==> config.mk <==
export PLATFORM = sky130hd
export DESIGN_NAME = tile_bag_generator
export DESIGN_NICKNAME = d
export VERILOG_FILES = /design/src/rtl/tile_bag_generator.sv
export SDC_FILE = /design/constraint.sdc
export NUM_CORES = 1
export LEC_CHECK = 0
export CAP_MARGIN = 20
export CORE_MARGIN = 3
export CORE_UTILIZATION = 44
export CTS_BUF_LIST = sky130_fd_sc_hd__clkbuf_16
export CTS_CLUSTER_SIZE = 16
export DETAILED_ROUTE_END_ITERATION = 16
export PLACE_DENSITY = 0.73
export SLEW_MARGIN = 0
export SYNTH_ARGS = -nofsm -noshare
export SYNTH_HDL_FRONTEND = slang
export SYNTH_SLANG_ARGS = --single-unit
==> constraint.sdc <==
create_clock -name clk_i -period 5.4 [get_ports clk_i]
set_clock_uncertainty 0.05 [all_clocks]
set_input_delay 1.35 -clock clk_i [delete_from_list [all_inputs] [get_ports clk_i]]
set_output_delay 1.35 -clock clk_i [all_outputs]
set_load 0.05 [all_outputs]
==> src/rtl/tile_bag_generator.sv <==
// Tile source for the spawn executor: a 7-bag randomizer fed by a free-running
// Galois LFSR, buffering drawn tiles in a preview queue behind a valid/ready head.
package tile_bag_pkg;
  typedef enum logic [2:0] {
    eNon = 3'd0, eI = 3'd1, eO = 3'd2, eT = 3'd3, eS = 3'd4, eZ = 3'd5, eJ = 3'd6, eL = 3'd7
  } tile_type_e;
endpackage

// state | meaning
// eFILL | drawing one tile per cycle into the queue
// eFULL | queue full, no draws until the head is popped
module tile_bag_generator
  import tile_bag_pkg::*;
#(
  parameter int          depth_p      = 3,
  parameter logic [15:0] seed_p       = 16'hACE1,
  parameter bit          rand_angle_p = 1'b0
) (
  input  logic                         clk_i,
  input  logic                         reset_n_i,
  input  logic                         seed_v_i,
  input  logic [15:0]                  seed_i,
  input  logic                         clear_i,
  output tile_type_e                   tile_type_o,
  output logic [1:0]                   tile_type_angle_o,
  output logic                         v_o,
  input  logic                         ready_i,
  output tile_type_e [depth_p-1:0]     preview_o,
  output logic [$clog2(depth_p+1)-1:0] preview_cnt_o
);
  localparam int                  cnt_w_lp    = $clog2(depth_p + 1);
  localparam logic [cnt_w_lp-1:0] depth_lp    = cnt_w_lp'(depth_p);
  localparam logic [15:0]         seed_rst_lp = (seed_p == 16'h0000) ? 16'h0001 : seed_p;

  typedef enum logic {eFILL, eFULL} state_e;

  state_e                    state_q;
  logic [15:0]               lfsr_q, lfsr_d;
  logic [6:0]                mask_q, mask_d;
  logic [cnt_w_lp-1:0]       cnt_q, cnt_d, wr_idx;
  tile_type_e [depth_p-1:0]  type_q, type_d;
  logic [depth_p-1:0][1:0]   angle_q, angle_d;

  logic       pop, push, found;
  logic [2:0] start, sel, idx;
  logic [3:0] sum;
  logic [6:0] mask_clr;
  tile_type_e draw_type;
  logic [1:0] draw_angle;

  assign pop        = (cnt_q != '0) & ready_i;
  assign push       = (state_q == eFILL);
  assign start      = (lfsr_q[2:0] == 3'd7) ? 3'd0 : lfsr_q[2:0];
  assign draw_type  = tile_type_e'(sel + 3'd1);
  assign draw_angle = rand_angle_p ? lfsr_q[5:4] : 2'b00;

  assign lfsr_d = seed_v_i ? ((seed_i == 16'h0000) ? 16'h0001 : seed_i)
                           : ({1'b0, lfsr_q[15:1]} ^ (lfsr_q[0] ? 16'hB400 : 16'h0000));

  // First remaining bag slot at or after start, wrapping 6 -> 0.
  always_comb begin
    sel   = start;
    found = 1'b0;
    sum   = '0;
    idx   = '0;
    for (int i = 0; i < 7; i++) begin
      sum = {1'b0, start} + 4'(i);
      idx = (sum >= 4'd7) ? 3'(sum - 4'd7) : sum[2:0];
      if (!found && mask_q[idx]) begin
        sel   = idx;
        found = 1'b1;
      end
    end
    mask_clr = mask_q & ~(7'b1 << sel);
    mask_d   = (mask_clr == 7'h00) ? 7'h7F : mask_clr;
  end

  always_comb begin
    type_d  = type_q;
    angle_d = angle_q;
    if (pop) begin
      for (int i = 0; i < depth_p - 1; i++) begin
        type_d[i]  = type_q[i+1];
        angle_d[i] = angle_q[i+1];
      end
      type_d[depth_p-1]  = eNon;
      angle_d[depth_p-1] = 2'b00;
    end
    wr_idx = pop ? cnt_q - 1'b1 : cnt_q;
    for (int i = 0; i < depth_p; i++) begin
      if (push && (cnt_w_lp'(i) == wr_idx)) begin
        type_d[i]  = draw_type;
        angle_d[i] = draw_angle;
      end
    end
    cnt_d = cnt_q + cnt_w_lp'(push) - cnt_w_lp'(pop);
  end

  always_ff @(posedge clk_i) begin
    if (!reset_n_i) begin
      state_q <= eFILL;
      lfsr_q  <= seed_rst_lp;
      mask_q  <= 7'h7F;
      cnt_q   <= '0;
      angle_q <= '0;
      for (int i = 0; i < depth_p; i++) type_q[i] <= eNon;
    end else begin
      lfsr_q <= lfsr_d;
      if (clear_i) begin
        state_q <= eFILL;
        mask_q  <= 7'h7F;
        cnt_q   <= '0;
        angle_q <= '0;
        for (int i = 0; i < depth_p; i++) type_q[i] <= eNon;
      end else begin
        type_q  <= type_d;
        angle_q <= angle_d;
        cnt_q   <= cnt_d;
        if (push) mask_q <= mask_d;
        case (state_q)
          eFILL:   if (cnt_d == depth_lp) state_q <= eFULL;
          eFULL:   if (pop) state_q <= eFILL;
          default: state_q <= eFILL;
        endcase
      end
    end
  end

  assign v_o               = (cnt_q != '0);
  assign tile_type_o       = type_q[0];
  assign tile_type_angle_o = angle_q[0];
  assign preview_o         = type_q;
  assign preview_cnt_o     = cnt_q;

endmodule

==> reports/metrics.yaml <==
run_status:
  outcome: "finished, final reports clean"
critical_path:
  crit_end: "mask_q[1]$_SDFFE_PP1N_"
  worstSetupEndpointType: "flip-flop"
  crit_start: "lfsr_q[0]$_SDFF_PN1_"
  crit_arrival_ns: 5.19
  rr_worst_depth: 20
  cp_slowest_cell: "ha_1"
  path_cells: "a21bo_1, inv_1, ha_1, buf_4, xor2_1, a221o_1, a22o_1, o2bb2ai_1, o211ai_1, a31o_2, a21oi_1, or2_4, ha_1, ha_1, inv_1, a221oi_1, nand3_1, a21oi_1, nor3_4, o21ai_1"
  r2r_start: "lfsr_q[0]$_SDFF_PN1_"
  cp_common_cell: "ha_1"
  critPathMaxStageDelay_ns: 0.57
  cp.required_ns: 5.55
  cp_max_fo: 18
  r2r_slack_ns: 0.36
  worstReg2RegEnd: "mask_q[1]$_SDFFE_PP1N_"
  critical_path_class: "reg -> reg"
  crit_path_start_kind: "flip-flop"
timing:
  timing.fmax_mhz: 198
  worst_pin_slew_ns: 0.899
  finalSetupTns_ns: 0
  slew_headroom_pct: 39.9
  finalSetupViolCount: 0
  slew_viol_final: 0
  hold_viol_final: 0
  finalCriticalPeriod_ns: 5.04
  rsz0062_at_grt: "no"
  min_period_over_period_pct: 93.4
floorplanning:
  start_util_pct: 45.6
  die_h_um: 95.7
  coreArea_um2: 7770
  dieArea_um2: 9150
  num_rows: 32
  io_pins: 38
  die_w_um: 95.7
detailed_routing:
  drc_errors: 0
  drt_wl_total_um: 10100
  num_vias: 3615
  wl_per_cell_um: 17.7
  drt_iter0_drc: 344
  firstDrtPassIters: 7
  avgViaCountPerCell: 6.36
  drtAntennaViolNets: 0
finish:
  final_util_pct: 52.2
  antenna_cells: 0
  mostFrequentLayoutCell: "nand2_1"
  area_growth_pct: 14.5
  layout_common_cells: "nand2_1, nor2_1, clkdlybuf4s50_1, dfxtp_1, mux2i_1"
  instances_no_fill: 568
  layout-drive-gt1-share_pct: 11.2
  num-nets-final: 500
synth:
  ys_seq_area_share_pct: 19.8
  synth-main-ff-cell: "dfxtp_1"
  synth_fa_ha_area_share_pct: 4.95
  syn-cell-area_um2: 3540
  synth_edf_count: 0
  syn_inst: 448
  avgSynthCellArea_um2: 7.90
  synthesis.yosys.warnings: 0
  synth.mux.area_fraction_pct: 7.43
  yosys.area_share.simple_pct: 25.3
  synthArstFlopShare_pct: 0
  synth-xor-area-share_pct: 3.15
  synth_top_family_by_area: "compound AO/OA/AOI/OAI gates"
  synth_compound_area_share_pct: 30.5
  ys_types: 86
  ys_ff_latch: 35
clock_tree:
  cts_sinks: 35
  cts.hold.buffers_added: 0
  cts_tree: "yes"
  clockBufferDepth: 2
  htree_levels: 2
  numCtsBuffers: 5
  clock-root-buffer: "clkbuf_16"
  clock_latency_ns: 0.27
  clk_pin_slew_ns: 0.05
grt:
  grt_start_max_net_pins: 27
  grt_pass1_vias: 3534
  grt_pass1_wl_um: 16300
  grt_remaining_overflow: 0
  grt_use_total_pct: 22.3
  antenna_found_initial: 0
power_and_ir_drop:
  p_leak_nw: 1.60
  p_sw_share_pct: 38.9
  pwr_density_cell_nw_per_um2: 275
  p_clk_share_pct: 28.2
  power.internal_uw: 680
  power.net_switching_uw: 432
  finalPower_mw: 1.11
  pwr-share-comb_pct: 44.2
  vdd_drop_max_mv: 0.211
  p_seq_share_pct: 27.6
flow_run:
  drv_cap: 0
place:
  place_inst: 560
  routabilityCongestion: 0.977
  detailed_place_hpwl_um: 7360
  portBuffers: 35
worst_hold_path:
  hold_class: "reg -> reg"
-- routing by layer --
| metal | track usage [%] | wire length, um |
|---|---|---|
| met1 | 28.4 | 4250 |
| met2 | 37.0 | 4780 |
| met3 | 2.68 | 671 |
| met4 | 11.4 | 366 |
| met5 | 0 | 0 |
-- through the flow --
step	worst slack (ns)	instance area [um^2]	hold WS, ns
5_1_grt	0.0711	4050	0.416
3_3_place_gp	0.463	3880	0.372
3_5_place_dp	0.372	3880	0.384
2_1_floorplan	1.02	3540	0.368
4_1_cts	0.356	4050	0.398
6_report	0.356	4050	0.394
-- critical path: cells and delay by family, from the launching register on --
kind | cells | cell delay [ns]
AOI/OAI and AO/OA | 10 | 2.58
xor gates and xnor gates | 1 | 0.13
adders and majority gates | 3 | 0.86
buffers and inverters | 3 | 0.52
DFF | 1 | 0.36
and+or+nand+nor | 3 | 0.48
-- synthesized netlist by cell type, drive strengths merged, types with 3 or more instances --
master	n	area [um^2]
a21boi	4	45.0
nor4	5	31.3
clkbuf	13	48.8
a32oi	3	26.3
o31ai	5	37.5
a2bb2oi	4	35.0
a21oi	24	131
xor2	3	26.3
a31oi	5	31.3
nor2b	10	62.6
nand3b	3	35.0
mux2i	24	240
o211ai	8	60.1
a22oi	4	30.0
buf	23	163
a211oi	6	45.0
or2	5	33.8
nor3	13	92.6
and2	7	43.8
nor2	38	143
o21ai	29	153
nand3	8	40.0
xnor2	8	85.1
ha	14	175
and3	4	25.0
a2111oi	5	68.8
a22o	4	35.0
inv	25	93.8
nor3b	5	52.6
nand4	4	25.0
dfxtp	35	701
nand2b	6	37.5
o32ai	5	43.8
nor4b	3	26.3
nand2	39	146
o2111ai	4	35.0
a221oi	5	56.3
-- how the worst min path moves through the flow --
stage	cells past startpoint	start	to	slack [ns]
2_1_floorplan	2	lfsr_q[12]$_SDFF_PN0_	lfsr_q[11]$_SDFF_PN1_	0.37
3_3_place_gp	2	lfsr_q[7]$_SDFF_PN1_	lfsr_q[6]$_SDFF_PN1_	0.37
3_5_place_dp	2	lfsr_q[8]$_SDFF_PN0_	lfsr_q[7]$_SDFF_PN1_	0.38
4_1_cts	2	lfsr_q[8]$_SDFF_PN0_	lfsr_q[7]$_SDFF_PN1_	0.40
5_1_grt	2	lfsr_q[8]$_SDFF_PN0_	lfsr_q[7]$_SDFF_PN1_	0.42
6_report	2	lfsr_q[8]$_SDFF_PN0_	lfsr_q[7]$_SDFF_PN1_	0.39
-- logic make-up (layout without fill, tap and decap cells) --
| logic type | after synthesis | after routing |
|---|---|---|
| DFF | 35 | 35 |
| buffers and inverters | 62 | 79 |
| AOI/OAI and AO/OA | 138 | 138 |
| adders and majority gates | 14 | 14 |
| and+or+nand+nor | 161 | 161 |
| xor gates and xnor gates | 11 | 11 |
| other | 1 | 2 |
| muxes | 26 | 26 |
-- state kept, by name, summed over array words and instances (netlist names) --
name	flops
lfsr_q	16
mask_q	7
preview_o	6
tile_type_o	3
preview_cnt_o	2
state_q	1
-- final cells by class --
cell class | instances | area [um^2]
inverter | 26 | 97.6
fill | 724 | 3720
clock buffer | 5 | 125
multi-input combinational | 352 | 2540
timing repair buffer | 45 | 425
sequential | 35 | 701
clock inverter | 3 | 38.8
tap | 102 | 128
-- power by group through the flow --
stage | sequential, mW | clock, mW | combinational, mW
detailed placement | 0.311 | 0 | 0.480
finish | 0.307 | 0.314 | 0.492
global placement | 0.310 | 0 | 0.472
floorplan | 0.316 | 0 | 0.359
global route | 0.309 | 0.331 | 0.530
CTS | 0.305 | 0.321 | 0.483
-- timing repair --
action,CTS,global route
endpoints found under the setup margin,0,4
gates resized for setup,0,1
buffers inserted,0,0
Note: power is estimated with default switching activity, not from simulation.
==> patch 1: new RTL, same settings <==
`rand_angle_p`: 1'b0 -> 1'b1.
--- a/src/rtl/tile_bag_generator.sv
+++ b/src/rtl/tile_bag_generator.sv
@@ -16,3 +16,3 @@
   parameter logic [15:0] seed_p       = 16'hACE1,
-  parameter bit          rand_angle_p = 1'b0
+  parameter bit          rand_angle_p = 1'b1
 ) (
Function: changed (Yosys sat finds a counterexample within 4 cycles, from zero or initial values and one cycle with reset_n_i low).
==> patch 1 against the original RTL <==
Highest routed layer unchanged; count of clock-buffer cells in the layout is the same; sequential cell count grew 6; synthesized area grew 4.7%; core utilization grew 1.8 points; sequential power grew 16%; setup slack lost 120 ps; design area grew 6.1%; critical path type unchanged; largest cell class unchanged; wire length grew 4.1%; sequential share of layout area grew 1.9 points; power grew 4.3%.
==> patch 1: results (changes against the original RTL) <==
hp-class: "register to register"
top_layer_used: "met4"
min_period_over_period_pct: 95.58  # +2.2 points
slew_headroom_pct: 40.75  # +0.85 points
clk_latency_ps: 280
synth-main-ff-cell: "dfxtp_1"
dp.cells: 613  # +9.5%
grt_antenna_before_repair: 0  # unchanged
synth.area.top_cells: "dfxtp_1 22%, mux2i_1 7.3%, nand2_1 6.5%"
final_nets: 554  # +11%
grt.total_usage_pct: 21.61  # -0.74 points
ys_types: 72  # -16%
htreeDepth: 2  # unchanged
wl_per_cell_um: 16.86  # -4.9%
via_count: 3789  # +4.8%
ys_seq_area_share_pct: 22.15  # +2.3 points
ir_drop_v: 0.0001973  # -6.5%
wl_met2_um: 4757  # -0.42%
grt_max_degree: 38  # +41%
largest-register: "lfsr_q"
power.leakage_nw: 1.724  # +7.9%
rr_startpoint: "lfsr_q[2]"
clk_pin_slew_ps: 60
cp.arrival_ps: 5310  # +120 ps
grt_pass1_vias: 3547  # +0.37%
largest_reg_flops: 16  # unchanged
netlist_top_cells_count: "64 x nand2_1, 46 x a21oi_1, 41 x dfxtp_1"
syn_inst: 501  # +12%
cts_root_buf: "clkbuf_16"
rr_worst_depth: 22  # +10%
fillers: 719  # -0.69%
synth_async_sr_flop_share_pct: 0  # unchanged
drive_gt1_share_pct: 10.19  # -0.97 points
rrSetupSlack_ps: 240  # -120 ps
drt_iter0_markers: 393  # +14%
reg2reg_to: "mask_q[1]"
gp_congestion: 0.9777  # about the same
cts-buffers-inserted: 5  # unchanged
drt-pass1-iter-count: 5  # -2
crit_path_max_fanout: 10  # -8
syn_nets: 536
routed_wl_um: 10490  # +4.1%
ys_warn_count: 0  # unchanged
wl_met1_um: 4632  # +8.9%
grt_pass1_wl_um: 17460  # +7.1%
io_buffers: 37  # +5.7%
status: "finished, final reports clean"
pre_cts_ws_ps: 23.15  # -348.6 ps
antennaDiodeCount: 0  # unchanged
wl_met3_um: 729  # +8.6%
place_hpwl_um: 7474  # +1.5%
path_class: "register to register"
## patch 1: per-stage QoR
stage               instance area, µm²  util [%]
global route                      4299     53.96
detailed placement                4100     51.46
finish                            4299     53.96
floorplan                         3706         -
global placement                  4100     51.46
CTS                               4250     53.34
## patch 1: worst min-delay path by stage
stage	slack, ps	to	from	depth (start not counted)
CTS	390	lfsr_q[5]	lfsr_q[6]	2
global placement	370	lfsr_q[5]	lfsr_q[6]	2
detailed placement	380	lfsr_q[5]	lfsr_q[6]	2
finish	390	lfsr_q[5]	lfsr_q[6]	2
floorplan	370	lfsr_q[11]	lfsr_q[12]	2
global route	420	lfsr_q[5]	lfsr_q[6]	2
## patch 1: logic make-up (layout without fill, tap and decap cells)
kind of cell,after synthesis,after routing,share of synthesized area [%]
adders and majority gates,15,15,4.997
and+or+nand+nor,197,197,27.38
buffers and inverters,63,82,7.866
muxes,32,32,8.812
AOI/OAI and AO/OA,142,142,26.20
xor gates and xnor gates,11,11,2.600
DFF,41,41,22.15
## patch 1: area by class of cell
cell class | count | area share (%)
Sequential cell | 41 | 19.15
Multi-Input combinational cell | 397 | 61.38
Inverter | 22 | 1.921
Clock inverter | 3 | 0.4366
Timing Repair Buffer | 52 | 11.23
Tap cell | 102 | 2.969
Clock buffer | 5 | 2.910
## patch 1: timing repair
item / 4_1_cts / 5_1_grt
setup buffers: 0 / 1
gates resized for setup: 1 / 10
hold endpoints to repair: 0 / 0
setup endpoints to repair: 3 / 7
pin swaps: 0 / 1
hold buffers: 0 / 0
## patch 1: critical path: stages, from the launching register on
cell	delay, ps
dfxtp_1	530
a21bo_1	190
inv_2	60
ha_1	200
ha_2	450
o21bai_1	200
mux2_2	210
a2bb2oi_1	260
o22ai_1	170
or3b_1	540
o21ai_0	150
a221o_1	160
o21ai_0	90
a221oi_1	300
buf_4	190
ha_1	150
ha_1	140
inv_1	50
a211oi_1	290
nand2_1	90
nor3_1	140
a2bb2o_2	340
o211ai_1	100
## patch 1: per-layer routing
layer	vias up	GRT usage, %
li1	1826	-
met3	35	3.286
met1	1767	28.94
met4	0	8.946
met5	-	0
met2	161	34.74
## patch 1: where the power goes
part / internal, W / total (W) / switching, W / leakage [nW]
Sequential: 0.000325 / 0.000355 / 0.0000299 / 0.337
Combinational: 0.000205 / 0.000513 / 0.000308 / 1.32
Clock: 0.000169 / 0.000292 / 0.000122 / 0.0672
==> patch 2: new RTL, same flow settings <==
Made on the original files. Make the reset (`reset_n_i`) asynchronous in one clocked block.
--- a/src/rtl/tile_bag_generator.sv
+++ b/src/rtl/tile_bag_generator.sv
@@ -98,3 +98,3 @@
 
-  always_ff @(posedge clk_i) begin
+  always_ff @(posedge clk_i or negedge reset_n_i) begin
     if (!reset_n_i) begin
Formal check against the unedited RTL: differs if reset_n_i is asserted again (counterexample within 4 cycles, from zero or initial values and one cycle with reset_n_i low); with reset_n_i held inactive, the same outputs for 4 cycles.
==> patch 2 against the original RTL <==
Critical path type unchanged; sequential cell count did not move; die area rose by 6.2%; first-iteration DRC count rose by 0.58%; wire length fell by 0.36%; design area rose by 4.5%; synthesized area rose by 6.6%; setup slack improved by 120 ps.
Power is not compared: it rests on default switching activity, and its combinational part moved more than twofold at a synthesized area within 25%.
==> patch 2: results (changes against the original RTL) <==
cp.arrival_ps: 5090  # -100 ps
via_count: 3637  # +0.61%
grt.total_usage_pct: 20.72  # -1.6 points
status: "finished, final reports clean"
drive_gt1_share_pct: 14.93  # +3.8 points
slowest_delay_ps: 650  # +80 ps
crit_path_max_fanout: 45  # +27
cts_max_path_buffers: 2  # unchanged
slew_headroom_pct: 48.41  # +8.5 points
worstHoldStart: "lfsr_q[9]"
final_nets: 502  # +0.40%
ys_seq_area_share_pct: 23.71  # +3.9 points
wl_per_cell_um: 17.48  # -1.4%
clk_latency_ps: 280
pre_cts_ws_ps: 446.9  # +75.19 ps
synth.area.top_cells: "dfrtp_1 13%, dfstp_2 10%, ha_1 4.3%"
dp.cells: 566  # +1.1%
gp_congestion: 0.9849  # +0.81%
synth_async_sr_flop_share_pct: 100.0  # +100 points
routed_via_density: 6.336  # -0.44%
cpMaxStageDelayCell: "dfstp_2"
grt_pass1_vias: 3449  # -2.4%
drt-pass1-iter-count: 5  # -2
clk_pin_slew_ps: 60
place_hpwl_um: 7374  # +0.13%
startpoint: "lfsr_q[0]"
drt_iter0_markers: 346  # +0.58%
syn_inst: 458  # +2.2%
synth-main-ff-cell: "dfrtp_1"
rr_startpoint: "lfsr_q[0]"
ys_types: 87  # +1.2%
grt_pass1_wl_um: 16890  # +3.6%
grt_max_degree: 46  # +70%
final_common_cell: "nand2_1"
netlist_top_cells_count: "37 x nand2_1, 30 x o21ai_0, 27 x a21oi_1"
-- patch 2: cell count changes after synthesis, sizes merged, moves of 8 or more --
| cell | delta |
|---|---|
| mux2 | +11 |
| nor2 | -21 |
| mux2i | -12 |
| dfstp | +15 |
| nand2b | +8 |
| a211oi | +9 |
| dfrtp | +20 |
| dfxtp | -35 |
-- patch 2: power by group --
group	total (W)	internal (W)	switching, W
combinational	0.00129	0.000496	0.000795
clock	0.000280	0.000170	0.000110
sequential	0.000494	0.000356	0.000138
total	0.00206	0.00102	0.00104
-- patch 2: path summary, 6_finish.rpt --
check                               end  slack, ps  depth (start not counted)
min reg2reg                   lfsr_q[8]        430                          1
max reg2reg                   mask_q[2]        480                         17
max                           mask_q[2]        480                         17
min                           lfsr_q[8]        430                          1
min in group asynchronous  preview_o[3]       1420                          2
max in group asynchronous     lfsr_q[5]       3530                          2
-- patch 2: final cells by class --
| class | instances | area, µm² |
|---|---|---|
| clock buffer | 5 | 125.1 |
| clock inverter | 3 | 20.02 |
| fill | 761 | 4025 |
| inverter | 26 | 100.1 |
| multi-input combinational | 357 | 2547 |
| sequential | 35 | 894.6 |
| tap | 105 | 131.4 |
| timing repair buffer | 43 | 414.1 |
-- patch 2: repair_timing --
item | in CTS | in global routing
gates resized for setup | 0 | 3
endpoints found under the setup margin | 0 | 7
hold buffers | 0 | 0
-- patch 2: per-layer routing --
layer | GRT usage, % | vias to the layer above | share of wire [%]
met5 | 0 | - | 0
met4 | 6.408 | 0 | 1.8
met3 | 2.619 | 17 | 5.6
met2 | 34.37 | 126 | 48
met1 | 28.20 | 1770 | 44
li1 | - | 1724 | -
-- patch 2: metrics by stage --
stage          total power (W)  hold WS, ps  utilization, %  instance area (µm²)
3_3_place_gp          0.001737        409.9           49.39                 4079
4_1_cts               0.002055        432.0           51.15                 4224
3_5_place_dp          0.001760        413.8           49.39                 4079
2_1_floorplan         0.001428        405.6               -                 3777
6_report              0.002065        427.9           51.26                 4233
5_1_grt               0.002212        447.1           51.26                 4233
-- patch 2: cells by family after synthesis --
| family | count (synthesis) | share of synthesized area (%) |
|---|---|---|
| xor+xnor | 13 | 3.614 |
| simple gates | 144 | 20.79 |
| other cells | 1 | 0.09937 |
| mux | 25 | 7.062 |
| fa+ha+maj | 13 | 4.310 |
| compound gates | 160 | 31.40 |
| flops | 35 | 23.71 |
| buf+inv | 67 | 9.019 |
